==> src/rtl/seq_pkg.sv <==
`default_nettype none
// ============================================================================
//  Module  : seq_pkg
//  Brief   : Shared opcode, ALU-control and state encodings for the
//            datapath sequencer, plus instruction field positions.
//  Revision: 1.0  initial release
// ============================================================================
package seq_pkg;

    // Controller states; binary encoded, one instruction in flight at a time
    typedef enum logic [2:0] {
        S_IDLE = 3'd0,
        S_LDA  = 3'd1,
        S_LDB  = 3'd2,
        S_EXE  = 3'd3,
        S_WB   = 3'd4,
        S_DONE = 3'd5
    } state_t;

    localparam int INSTR_W   = 16;
    localparam int RADDR_W   = 3;

    // Instruction fields: {op[15:13], rd[12:10], rn[9:7], rm[6:4], sh[3:2], 2'b00}
    localparam int OP_LSB    = 13;
    localparam int RD_LSB    = 10;
    localparam int RN_LSB    = 7;
    localparam int RM_LSB    = 4;
    localparam int SH_LSB    = 2;

    localparam logic [2:0] OP_MOVI = 3'b000;
    localparam logic [2:0] OP_MOV  = 3'b001;
    localparam logic [2:0] OP_ADD  = 3'b010;
    localparam logic [2:0] OP_CMP  = 3'b011;
    localparam logic [2:0] OP_AND  = 3'b100;
    localparam logic [2:0] OP_MVN  = 3'b101;

    localparam logic [1:0] ALU_ADD  = 2'b00;
    localparam logic [1:0] ALU_SUB  = 2'b01;
    localparam logic [1:0] ALU_AND  = 2'b10;
    localparam logic [1:0] ALU_NOTB = 2'b11;

    // Opcodes 110 and 111 have no datapath meaning
    function automatic logic is_illegal(input logic [2:0] op);
        return (op == 3'b110) || (op == 3'b111);
    endfunction

endpackage
`default_nettype wire

==> src/rtl/vDFF.sv <==
`default_nettype none
// ============================================================================
//  Module  : vDFF
//  Brief   : Plain N-bit rising-edge register; any load or reset behaviour
//            is built as a mux in front of d_i by the user.
//  Revision: 1.0  initial release
// ============================================================================
module vDFF #(
    parameter int N = 1
) (
    input  logic         clk,
    input  logic [N-1:0] d_i,
    output logic [N-1:0] q_o
);

    // Capture d_i every rising edge
    always_ff @(posedge clk) begin
        q_o <= d_i;
    end

endmodule
`default_nettype wire

==> src/rtl/datapath_sequencer.sv <==
`default_nettype none
// ============================================================================
//  Module  : datapath_sequencer
//  Brief   : Moore controller that steps the lab5 datapath through one
//            16-bit instruction: operand loads, execute, writeback, done.
//            start/busy/done handshake, one instruction in flight.
//  Revision: 1.0  initial release
// ============================================================================
module datapath_sequencer
    import seq_pkg::*;
(
    input  logic                clk,
    input  logic                rst_n,
    input  logic                start,
    input  logic [INSTR_W-1:0]  instr,
    output logic                busy,
    output logic                done,
    output logic                err,
    output logic [RADDR_W-1:0]  readnum,
    output logic [RADDR_W-1:0]  writenum,
    output logic                write,
    output logic                vsel,
    output logic                loada,
    output logic                loadb,
    output logic                asel,
    output logic                bsel,
    output logic [1:0]          shift,
    output logic [1:0]          ALUop,
    output logic                loadc,
    output logic                loads
);

    logic [INSTR_W-1:0] instr_d;
    logic [INSTR_W-1:0] instr_q;
    state_t             state_d;
    state_t             state_q;
    logic [2:0]         state_q_bits;

    // Latched fields; all control decode uses these, never the live instr
    logic [2:0]         op_q;
    logic [2:0]         rd_q;
    logic [2:0]         rn_q;
    logic [2:0]         rm_q;
    logic [1:0]         sh_q;
    logic [2:0]         op_in;
    logic               unused_instr_lsbs;

    assign op_q  = instr_q[OP_LSB +: 3];
    assign rd_q  = instr_q[RD_LSB +: 3];
    assign rn_q  = instr_q[RN_LSB +: 3];
    assign rm_q  = instr_q[RM_LSB +: 3];
    assign sh_q  = instr_q[SH_LSB +: 2];
    assign op_in = instr[OP_LSB +: 3];

    // The two low instruction bits are always zero and carry no control
    assign unused_instr_lsbs = ^instr_q[1:0];

    vDFF #(.N(INSTR_W)) u_instr_reg (
        .clk (clk),
        .d_i (instr_d),
        .q_o (instr_q)
    );

    vDFF #(.N(3)) u_state_reg (
        .clk (clk),
        .d_i (state_d),
        .q_o (state_q_bits)
    );

    assign state_q = state_t'(state_q_bits);

    // Next state and instruction latch; reset overrides everything, including start
    always_comb begin
        state_d = state_q;
        instr_d = instr_q;
        case (state_q)
            S_IDLE: begin
                if (start) begin
                    instr_d = instr;
                    if (is_illegal(op_in)) begin
                        state_d = S_DONE;
                    end else if (op_in == OP_MOVI) begin
                        state_d = S_WB;
                    end else if ((op_in == OP_MOV) || (op_in == OP_MVN)) begin
                        state_d = S_LDB;
                    end else begin
                        state_d = S_LDA;
                    end
                end
            end
            S_LDA:   state_d = S_LDB;
            S_LDB:   state_d = S_EXE;
            S_EXE:   state_d = (op_q == OP_CMP) ? S_DONE : S_WB;
            S_WB:    state_d = S_DONE;
            S_DONE:  state_d = S_IDLE;
            default: state_d = S_IDLE;
        endcase
        if (!rst_n) begin
            state_d = S_IDLE;
            instr_d = '0;
        end
    end

    // Moore output decode from the current state and latched instruction
    always_comb begin
        busy     = (state_q != S_IDLE);
        done     = 1'b0;
        err      = 1'b0;
        readnum  = '0;
        writenum = '0;
        write    = 1'b0;
        vsel     = 1'b0;
        loada    = 1'b0;
        loadb    = 1'b0;
        asel     = 1'b0;
        bsel     = 1'b0;
        shift    = 2'b00;
        ALUop    = ALU_ADD;
        loadc    = 1'b0;
        loads    = 1'b0;
        case (state_q)
            S_LDA: begin
                readnum = rn_q;
                loada   = 1'b1;
            end
            S_LDB: begin
                readnum = rm_q;
                loadb   = 1'b1;
            end
            S_EXE: begin
                shift = sh_q;
                // Single-operand ops zero the A side so the ALU passes sh(Rm)
                asel  = (op_q == OP_MOV) || (op_q == OP_MVN);
                loadc = 1'b1;
                loads = (op_q == OP_CMP);
                case (op_q)
                    OP_CMP:  ALUop = ALU_SUB;
                    OP_AND:  ALUop = ALU_AND;
                    OP_MVN:  ALUop = ALU_NOTB;
                    default: ALUop = ALU_ADD;
                endcase
            end
            S_WB: begin
                writenum = rd_q;
                write    = 1'b1;
                vsel     = (op_q == OP_MOVI);
            end
            S_DONE: begin
                done = 1'b1;
                err  = is_illegal(op_q);
            end
            default: ;
        endcase
    end

endmodule
`default_nettype wire

==> config.mk <==
export PLATFORM = sky130hd
export DESIGN_NAME = datapath_sequencer
export DESIGN_NICKNAME = d
export VERILOG_FILES = /design/src/rtl/seq_pkg.sv /design/src/rtl/vDFF.sv /design/src/rtl/datapath_sequencer.sv
export SDC_FILE = /design/constraint.sdc
export NUM_CORES = 1
export LEC_CHECK = 0
export BUFFER_PORTS_ARGS = -buffer_cell sky130_fd_sc_hd__buf_2
export CAP_MARGIN = 15
export CORE_MARGIN = 5
export CORE_UTILIZATION = 40
export CTS_CLUSTER_SIZE = 16
export DETAILED_ROUTE_END_ITERATION = 16
export GPL_TIMING_DRIVEN = 0
export PLACE_DENSITY = 0.75
export SETUP_SLACK_MARGIN = 0.15
export SLEW_MARGIN = 0
export SYNTH_ARGS = -nofsm -noshare
export SYNTH_HDL_FRONTEND = slang
export SYNTH_SLANG_ARGS = --single-unit
==> constraint.sdc <==
create_clock -name clk -period 1.5 [get_ports clk]
set_input_delay 0 -clock clk [delete_from_list [all_inputs] [get_ports clk]]
set_output_delay 0 -clock clk [all_outputs]
set_load 0.02 [all_outputs]
; ---- Word-level counts from Yosys, hierarchy flattened
; Index checks and enable logic that the tools add are counted.
[totals]
reg_bits = 19
elab_cells = 47
output_inout_bits = 21
in_bits = 19
[classes]
eq_ne = 16
muxes = 20
reduce_logical = 9
[op_table]
columns = op, n
row1 = equality test 3 bit (second input constant), 9
row2 = one-hot mux 3 bit (5 select lines), 1
row3 = 2-to-1 mux 3 bit, 4
row4 = 2-to-1 mux 1 bit, 10
row5 = equality test 3 x 1 -> 1 bit (second input constant), 3
row6 = equality test 3 x 2 -> 1 bit (second input constant), 3
row7 = zero test 3 bit, 3
row8 = 2-to-1 mux 2 bit, 3
row9 = one-hot mux 2 bit (3 select lines), 1
row10 = one-hot mux 3 bit (2 select lines), 1
row11 = logical OR 1 bit, 4
row12 = nonzero test 3 bit, 1
row13 = inequality test 2 bit (second input constant), 1
row14 = AND reduction 2 bit, 1

; ---- Longest topological paths before layout
[logic_depth]
ltp_word = 7
mapped_depth = 5
mapped_depth_nobuf = 3

; ---- Cells and area by module
; A second synthesis with hierarchy kept.
[hier_totals]
cells_unflattened = 120
hier_area_um2 = 942.2
[modules_own_cells]
columns = mod, cells_per_inst, area_per_inst_um2, instances
row1 = datapath_sequencer, 101, 561.8, 1
row2 = vDFF at u_instr_reg, 16, 320.3, 1
row3 = vDFF at u_state_reg, 3, 60.1, 1

; ---- Worst setup path before layout
; Ideal clock, no wire load.
[synth_path]
path_kind = register -> output
from = register u_state_reg.q_o[2]
to = output port vsel
stages_incl_launch_ff = 4
path_slack_ps = -175
required_time_ps = 1500
arrival_time_ps = 1675
cell_sequence = dfxtp_1 clkbuf_1 and2_1 nor4b_1
[synth_via]
elab_chain_cells = 2
[synth_lines]
columns = item, line_no
row1 = "start, declared", vDFF.sv:13  ; output logic [N-1:0] q_o
row2 = "start signal, assigned", vDFF.sv:18  ; q_o <= d_i;
row3 = equality test 3 bit, datapath_sequencer.sv:121  ; case (state_q)
row4 = 2-to-1 mux 1 bit, datapath_sequencer.sv:121
row5 = "end, declared", datapath_sequencer.sv:22  ; output logic vsel,
; No other way between the ends.

; ---- Final worst setup path
[layout_path]
from = register u_state_reg.q_o[1]
to = output port readnum[2]
[layout_via]
elab_chain_cells = 2
[layout_lines]
columns = item, line_no
row1 = equality test 3 x 2 -> 1 bit or equality test 3 x 1 -> 1 bit (tied branches), datapath_sequencer.sv:121
row2 = one-hot mux 3 bit (2 select lines) *, datapath_sequencer.sv:121
row3 = "end, declared", datapath_sequencer.sv:19  ; output logic [RADDR_W-1:0] readnum,
; Mark *: on every way between the ends. The rest lies on a longest branch, timed or not.

==> results.toml <==
[hold_path]
hold_start = "start"
holdPathEnd = "u_state_reg.q_o[1]$_SDFFE_PN0P_"
holdPathStages = 4
hold_path.class = "input pin to register"

[route]
vias = 1020
drtIter0Drc = 31
wl_per_cell_um = 14.6
wirelength_um = 2900
drt-pass1-iter-count = 4
ant_nets = 0
drc_errors = 0
routed_via_density = 5.13

[grt]
grt_max_degree = 11
grt_pass1_wl_um = 4260
track_usage_pct = 16.4
grt.overflow.total = 0
grt_pass1_vias = 994
grt_antenna_before_repair = 0

[yosys]
synth_warnings = 0
synth_commonest_cells = "dfxtp_1, nand2_1, nand3_1"
ys_async_sr_fraction_pct = 0
yosysMostFrequentCell = "dfxtp_1"
syn_nets = 128
avgSynthCellArea_um2 = 8.26
synthTopCellsByArea = "dfxtp_1, nand3_1, nand2_1, o21ai_0, o21ai_2"
ys_types = 31
synth_edf_count = 0
synthFlopType = "dfxtp_1"
yosys.area.top_type = "dfxtp_1"
synth_cells = 109
synth_area_um2 = 901
ys_ff_latch = 17
synth.yosys.seq_area_share_pct = 37.8
synth_top_area_share_pct = 37.8

[sta]
finalSetupViolCount = 0
post-route-period-util_pct = 96.2
rsz0062_at_grt = "yes"
max_slew_margin_pct = 62.0
worst_pin_slew_ns = 0.570
final_hold_viol_count = 0
slew_viol_final = 0
tns_ns = 0
max_freq_ghz = 0.693
fin_skew_ns = 0.00204
period_minus_slack_ns = 1.44

[worst_setup_path]
reg2reg_to = "u_instr_reg.q_o[13]$_SDFFE_PN0P_"
cp-end-kind = "output pin"
r2r_slack_ns = 0.08
critPathMaxFanout = 6
reg2reg_from = "u_state_reg.q_o[1]$_SDFFE_PN0P_"
crit_required_ns = 1.50
critPathKind = "register to output pin"
start_kind = "register"
crit_arrival_ns = 1.44
rr_worst_depth = 6

[floorplan]
ios = 40
dieHeight_um = 57.5
start_util_pct = 41.1
num_rows = 17
die_x_um = 57.5
die_area_um2 = 3300
core_um2 = 2190

[power_and_ir_drop]
pwr-share-clk_pct = 16.8
combPwrFrac_pct = 43.6
power.total_mw = 1.42
power.density_nw_per_um2 = 911
vdd_drop_max_mv = 0.703
p_switching_uw = 504
switching_share_pct = 35.4
pwr-share-seq_pct = 39.6
internal_power_uw = 917
p_leak_nw = 0.692

[clock_tree]
clk-insertion-delay-late_ns = 0.28
cts_max_path_buffers = 2
cts_sinks = 17
cts_made_buffers = 3
path_clk_slew_ns = 0.09
root_buffer = "clkbuf_4"
h-tree-depth = 1
tritoncts = "yes"

[placed_design]
io_buffers = 35
dp_hpwl_um = 1720
globalplace.congestion = 0.821

[run_status]
run_status = "completed"

[layout]
n_antenna_cell = 0
finalNetCount = 191
regArea_um2 = 349
drive_gt1_share_pct = 52.0
multi_input_area_um2 = 624
fillers = 161
syn2layout_area_growth_pct = 73.2

[flow_run]
cap_violations = 0
==> cell type report <==
cell class / count / share of cell area [%]
multi-input cells: 78 / 40.0
inverters: 5 / 1.20
repair buffers: 58 / 27.1
flip-flops and latches: 17 / 22.4
well taps: 28 / 2.25
clock buffers: 4 / 1.68
plain buffers: 9 / 5.37
==> how the worst max path moves through the flow <==
| stage | start | end | slack, ns | cells past startpoint |
|---|---|---|---|---|
| 4_1_cts | u_state_reg.q_o[1]$_SDFFE_PN0P_ | readnum[2] | 0.01 | 5 |
| 6_report | u_state_reg.q_o[1]$_SDFFE_PN0P_ | readnum[2] | 0.06 | 5 |
| 3_3_place_gp | u_state_reg.q_o[1]$_SDFFE_PN0P_ | u_instr_reg.q_o[13]$_SDFFE_PN0P_ | 0.04 | 5 |
| 5_1_grt | u_state_reg.q_o[1]$_SDFFE_PN0P_ | readnum[2] | -0.0001 | 5 |
| 2_1_floorplan | u_state_reg.q_o[2]$_SDFFE_PN0P_ | vsel | 0.19 | 3 |
| 3_5_place_dp | u_state_reg.q_o[1]$_SDFFE_PN0P_ | u_instr_reg.q_o[13]$_SDFFE_PN0P_ | 0.01 | 5 |
==> layer usage <==
metal	track usage (%)	vias to the layer above	share of wire [%]
li1	-	513	-
met1	19.4	472	43
met2	28.9	31	50
met3	3.17	4	5.9
met4	5.96	0	1.0
met5	0	-	0
==> power by group through the flow <==
stage	sequential, mW	combinational [mW]	clock [mW]
4_1_cts	0.558	0.509	0.251
6_report	0.563	0.620	0.238
3_3_place_gp	0.556	0.386	0
3_5_place_dp	0.560	0.391	0
5_1_grt	0.570	0.659	0.255
2_1_floorplan	0.550	0.286	0
==> critical path, cell delays in order (launching register included) <==
cell	delay (ns)
dfxtp_2	0.33
buf_6	0.13
buf_6	0.11
nor3b_4	0.25
a22o_1	0.22
buf_6	0.12
==> timing repair <==
item / CTS / global route
hold endpoints to repair: 14 / 0
cloned: 1 / 0
resized for setup: 22 / 38
hold buffers: 14 / 0
buffers inserted: 6 / 2
endpoints found under the setup margin: 35 / 16
pin swaps: 6 / 14
==> registers in the layout (all words and copies together) (netlist names) <==
signal	cells
u_instr_reg.q_o	14
u_state_reg.q_o	3
==> logic make-up after synthesis <==
logic type,share of synthesized area (%)
compound gates,21.5
buf+inv,8.89
flops,37.8
simple gates,31.4
other cells,0.416
==> through the flow <==
step	setup WS [ns]	cells	cell area (um^2)	utilization (%)	hold WS [ns]
final	0.0567	199	1560	71.2	0.0625
after global placement	0.0354	172	1130	51.7	0.214
after detailed placement	0.0128	172	1130	51.7	0.225
after floorplan	0.186	109	923	-	0.126
after global routing	-0.000130	199	1560	71.2	0.0846
after CTS	0.0139	197	1420	64.8	0.0435
==> cell usage in the layout (no fill, tap or decap), types with 3 or more instances in the layout <==
cell	netlist	routed
a22o_1	3	3
nor2_1	5	3
buf_2	1	29
clkbuf_4	0	4
dlygate4sd3_1	0	14
dfxtp_1	17	14
inv_1	5	5
o21ai_2	5	6
buf_4	1	10
o21ai_1	0	8
clkbuf_1	4	3
buf_6	3	9
and3_1	6	6
nand3_2	1	14
nand2_1	14	14
Note: power is estimated with default switching activity, not from simulation.
